### src/rtl/io_writeback.sv
// Writeback / I/O stage: commits ALU results, runs IN/OUT device handshakes, and holds HALT.
// Optional IO_TIMEOUT_EN bounds the I/O waits to TIMEOUT_CYC cycles and sets a sticky io_timeout.
module io_writeback #(
  parameter int unsigned TIMEOUT_CYC = 1000
) (
  input  logic        clk,
  input  logic        rst_n,
  input  logic [15:0] alu_out,
  input  logic        alu_s,
  input  logic        alu_z,
  input  logic        alu_c,
  input  logic        alu_v,
  input  logic        input_flag,
  input  logic        output_flag,
  input  logic        halt_flag,
  input  logic        szcv_write_flag,
  input  logic        ird_write_flag,
  input  logic [2:0]  rd_addr,
  input  logic [15:0] op_data,
  input  logic [15:0] in_data,
  input  logic        in_valid,
  output logic        in_ready,
  output logic [15:0] out_data,
  output logic        out_valid,
  input  logic        out_ready,
  output logic        wb_en,
  output logic [2:0]  wb_addr,
  output logic [15:0] wb_data,
  output logic [3:0]  szcv,
  output logic        stall,
  output logic        halted,
  output logic        io_timeout
);

  typedef enum logic [1:0] {StIdle, StOutWait, StInWait, StHalted} state_e;

  state_e      state_q, state_d;
  logic        wb_en_q, wb_en_d;
  logic [2:0]  wb_addr_q, wb_addr_d;
  logic [15:0] wb_data_q, wb_data_d;
  logic [3:0]  szcv_q, szcv_d;
  logic [15:0] out_data_q, out_data_d;
  logic [2:0]  in_addr_q, in_addr_d;
  logic        wait_expired;

`ifdef IO_TIMEOUT_EN
  localparam int unsigned CntW = (TIMEOUT_CYC > 1) ? $clog2(TIMEOUT_CYC) : 1;

  logic [CntW-1:0] cnt_q, cnt_d;
  logic            io_timeout_q, io_timeout_d;

  // Counter restarts on every wait entry; expires on the TIMEOUT_CYC-th cycle in the wait state.
  always_comb begin
    cnt_d        = '0;
    io_timeout_d = io_timeout_q;
    wait_expired = 1'b0;
    if (state_q == StOutWait || state_q == StInWait) begin
      if (cnt_q == CntW'(TIMEOUT_CYC - 1)) begin
        wait_expired = 1'b1;
      end else begin
        cnt_d = cnt_q + 1'b1;
      end
    end
    if (state_q == StOutWait && wait_expired && !out_ready) io_timeout_d = 1'b1;
    if (state_q == StInWait && wait_expired && !in_valid) io_timeout_d = 1'b1;
  end

  always_ff @(posedge clk or negedge rst_n) begin
    if (!rst_n) begin
      cnt_q        <= '0;
      io_timeout_q <= 1'b0;
    end else begin
      cnt_q        <= cnt_d;
      io_timeout_q <= io_timeout_d;
    end
  end

  assign io_timeout = io_timeout_q;
`else
  logic unused_timeout_cyc;

  assign unused_timeout_cyc = (TIMEOUT_CYC != 0);
  assign wait_expired       = 1'b0;
  assign io_timeout         = 1'b0;
`endif

  always_comb begin
    state_d    = state_q;
    wb_en_d    = 1'b0;
    wb_addr_d  = wb_addr_q;
    wb_data_d  = wb_data_q;
    szcv_d     = szcv_q;
    out_data_d = out_data_q;
    in_addr_d  = in_addr_q;
    unique case (state_q)
      StIdle: begin
        if (halt_flag) begin
          state_d = StHalted;
        end else if (output_flag) begin
          out_data_d = op_data;
          state_d    = StOutWait;
        end else if (input_flag) begin
          in_addr_d = rd_addr;
          state_d   = StInWait;
        end else begin
          wb_en_d   = ird_write_flag;
          wb_addr_d = rd_addr;
          wb_data_d = alu_out;
          if (szcv_write_flag) szcv_d = {alu_s, alu_z, alu_c, alu_v};
        end
      end
      StOutWait: begin
        if (out_ready || wait_expired) state_d = StIdle;
      end
      StInWait: begin
        if (in_valid) begin
          wb_en_d   = 1'b1;
          wb_addr_d = in_addr_q;
          wb_data_d = in_data;
          szcv_d    = {in_data[15], in_data == 16'h0000, 2'b00};
          state_d   = StIdle;
        end else if (wait_expired) begin
          state_d = StIdle;
        end
      end
      StHalted: state_d = StHalted;
      default:  state_d = StIdle;
    endcase
  end

  always_ff @(posedge clk or negedge rst_n) begin
    if (!rst_n) begin
      state_q    <= StIdle;
      wb_en_q    <= 1'b0;
      wb_addr_q  <= 3'd0;
      wb_data_q  <= 16'h0000;
      szcv_q     <= 4'h0;
      out_data_q <= 16'h0000;
      in_addr_q  <= 3'd0;
    end else begin
      state_q    <= state_d;
      wb_en_q    <= wb_en_d;
      wb_addr_q  <= wb_addr_d;
      wb_data_q  <= wb_data_d;
      szcv_q     <= szcv_d;
      out_data_q <= out_data_d;
      in_addr_q  <= in_addr_d;
    end
  end

  // Handshake strobes decode straight from state so an async reset drops them at once.
  assign stall     = (state_q != StIdle);
  assign in_ready  = (state_q == StInWait);
  assign out_valid = (state_q == StOutWait);
  assign halted    = (state_q == StHalted);
  assign out_data  = out_data_q;
  assign wb_en     = wb_en_q;
  assign wb_addr   = wb_addr_q;
  assign wb_data   = wb_data_q;
  assign szcv      = szcv_q;

endmodule
### config.mk
export PLATFORM = sky130hd
export DESIGN_NAME = io_writeback
export DESIGN_NICKNAME = d
export VERILOG_FILES = /design/src/rtl/io_writeback.sv
export SDC_FILE = /design/constraint.sdc
export NUM_CORES = 1
export LEC_CHECK = 0
export BUFFER_PORTS_ARGS = -buffer_cell sky130_fd_sc_hd__buf_4
export CAP_MARGIN = 15
export CORE_MARGIN = 1.5
export CORE_UTILIZATION = 33
export DETAILED_ROUTE_END_ITERATION = 8
export GPL_ROUTABILITY_DRIVEN = 0
export GPL_TIMING_DRIVEN = 1
export MAX_ROUTING_LAYER = met4
export PLACE_DENSITY = 0.59
export SLEW_MARGIN = 20
export SYNTH_ARGS = -nofsm -noshare
export SYNTH_HDL_FRONTEND = slang
export SYNTH_SLANG_ARGS = --single-unit
### constraint.sdc
create_clock -name clk -period 1.85 [get_ports clk]
set_input_delay 0.185 -clock clk [delete_from_list [all_inputs] [get_ports clk]]
set_output_delay 0.185 -clock clk [all_outputs]
set_load 0.01 [all_outputs]
==> results.tsv <==
metric	value	unit
slew_headroom	0.628	
cts_buffers	5	
ir_drop	0.000713	V
rsz0062_at_grt	false	
sw_frac_of_total	0.348	
core	5850	µm²
clkTransAtPathRegs	0.08	ns
syn_avg_cell_area	10.2	µm²
rows	28	
post_cts_buffers	0	
dieArea	6490	µm²
finalCriticalPeriod	1.73	ns
run_status	finished, final reports clean	
ant_nets	0	
cp_slowest_cell	dfrtp_1	
hold_ws	0.0527	ns
ys_seq_elements	45	
startpoint_type	register	
pwr-share-seq	0.370	
hold_class	input pin to register	
max_stage_delay	0.38	ns
root_buffer	clkbuf_8	
setup_violations	0	
vias	1760	
p_leak	1.46	nW
syn_to_final_growth	52.1	%
synth_compound_area_frac	0.0939	
maxCapViolCount	0	
htreeDepth	2	
yosys.area_share.simple	0.181	
firstDrtPassIters	4	
max_freq	0.579	GHz
grt_pass1_wl	7.93	mm
maxSlewViolCount	0	
drive_gt1_frac	0.477	
hpwl	3.80	mm
power_per_cell_area	1540	nW/µm²
die_y	80.6	µm
ys.warnings.count	0	
drc	0	
grt.overflow.total	0	
finalWorstSetupSlack	0.122	ns
p_switching	1.61	mW
portBuffers	107	
wl_per_cell	13.3	µm
wl	5.06	mm
syn_inst	195	
arrival	1.54	ns
synth_nets	259	
finalCritPeriodShare	0.934	
grt_max_degree	46	
p_comb_frac	0.468	
synthMuxAreaShare	0.108	
clkPwrFrac	0.162	
die_x	80.6	µm
grt_usage	0.166	
boundaryPins	109	
tightest_slew	0.558	ns
synth_top_family_by_area	simple AND/OR/NAND/NOR gates	
crit_top_cell	buf_4	
crit_chain	buf_4 -> or2b_1 -> inv_1 -> buf_4 -> buf_4	
nets	369	
hold_depth	2	
worstRegToRegCells	5	
synth_area	1990	µm²
synth_xor_xnor_area_share	0	
ys_types	28	
critical_path_required	1.66	ns
max-clock-path-buffers	2	
skew	0.0117	ns
cp-end-kind	output pin	
worstSetupPathType	register to output pin	
antenna_found_initial	0	
diodes	0	
worstPathMaxFanout	21	
fill_cells	595	
cts_sinks	45	
ys_seq_area_frac	0.567	
cts_resized	0	
place_ws	0.213	ns
initial_core_util	0.339	
grt_pass1_vias	1643	
clk_latency	0.30	ns
drt_iter0_markers	82	
intPower	3.02	mW
vias_per_cell	4.62	
setup_tns	0	ns
synth_fa_ha_area_frac	0	
tritoncts	built	
finalHoldViolations	0	
[final cells by class]
class                   instances  area, µm²  area share
clock buffers                   5       68.8      0.0228
clock inverters                 3       46.3      0.0153
inverters                       6       22.5     0.00746
multi-input cells             132        772       0.256
flip-flops and latches         45       1130       0.373
well taps                      75       93.8      0.0311
repair buffers                115        891       0.295
[repair_timing]
| action | CTS | global route |
|---|---|---|
| hold buffers | 1 | 0 |
| endpoints found under the setup margin | 0 | 0 |
| endpoints found under the hold margin | 45 | 0 |
[final timing paths]
path	from	end	slack [ns]
worst max-delay path	state_q[0]	in_ready	0.12
worst min-delay path	out_ready	state_q[0]	0.05
worst max register to register	state_q[1]	wb_addr[0]	0.21
worst min register to register	in_addr_q[2]	in_addr_q[2]	0.51
max in group asynchronous	rst_n	wb_data[14]	1.05
min in group asynchronous	rst_n	wb_data[6]	0.42
[registers in the layout (all words and copies together) (netlist names)]
register,count
wb_en,1
wb_data,16
in_addr_q,3
szcv,4
wb_addr,3
state_q,2
out_data,16
[kinds of logic after synthesis]
family	Yosys count
flip-flops	45
AND/OR/NAND/NOR	83
AO/OA/AOI/OAI	29
other	1
buffers and inverters	18
multiplexers	19
[layout by cell type, fill, tap and decap left out, drive strengths merged]
master and count:
buf 114, o22a 1, conb 1, and2 1, nor4 4, or4 1, or2b 1, a31oi 21
o21ai 3, and3 1, nand2 41, a21oi 3, dfrtp 45, bufinv 1, o22ai 1, nand2b 1
inv 6, clkbuf 5, clkinvlp 1, nand3 4, dlygate4sd3 1, mux2 19, nor2b 1, clkinv 1
nor3 1, nor2 26, and2b 1
[per-stage QoR]
stage / util / power, mW / cells / cell area [µm²]
CTS: 0.516 / 4.71 / 381 / 3020
floorplan: - / 2.83 / 195 / 1990
global placement: 0.495 / 3.90 / 372 / 2900
detailed placement: 0.495 / 3.95 / 372 / 2900
global route: 0.516 / 5.04 / 381 / 3020
finish: 0.516 / 4.64 / 381 / 3020
[synthesized netlist by cell type]
cell / count / area, µm²
buf_2: 4 / 20.0
o22a_1: 1 / 8.76
buf_6: 2 / 22.5
a31oi_2: 1 / 12.5
and3_1: 1 / 6.26
dfrtp_1: 45 / 1130
or2b_1: 1 / 7.51
nor2_1: 25 / 93.8
nor2_2: 1 / 6.26
nand2_1: 41 / 154
and2b_1: 1 / 7.51
or4_4: 1 / 11.3
nor4_1: 4 / 25.0
a31oi_1: 20 / 125
a21oi_1: 2 / 10.0
clkbuf_1: 4 / 15.0
o21ai_0: 3 / 15.0
and2_1: 1 / 6.26
inv_1: 6 / 22.5
a21oi_2: 1 / 8.76
conb_1: 1 / 3.75
nor3_2: 1 / 10.0
mux2_2: 19 / 214
nor2b_1: 1 / 6.26
nand2b_1: 1 / 6.26
nand3_1: 4 / 20.0
o22ai_1: 1 / 6.26
buf_4: 2 / 15.0
[layer usage]
metal	track usage	up-vias	part of all wire
met5	-	-	0
met4	0.0414	0	0.0041
met3	0.0511	2	0.091
met2	0.257	68	0.48
met1	0.212	812	0.42
li1	-	878	-
[worst max-delay path, delay by kind of cell, from the launching register on]
kind | cells | cell delay [ns]
and+or+nand+nor | 1 | 0.24
buffers and inverters | 4 | 0.62
DFF | 1 | 0.38
[power by group through the flow]
stage	combinational [mW]	sequential [mW]	clock, mW
2_1_floorplan	0.911	1.92	0
3_3_place_gp	2.17	1.72	0
3_5_place_dp	2.21	1.74	0
4_1_cts	2.21	1.72	0.778
5_1_grt	2.43	1.78	0.828
6_report	2.17	1.72	0.752
No activity file was read; power rests on OpenSTA's default activity.
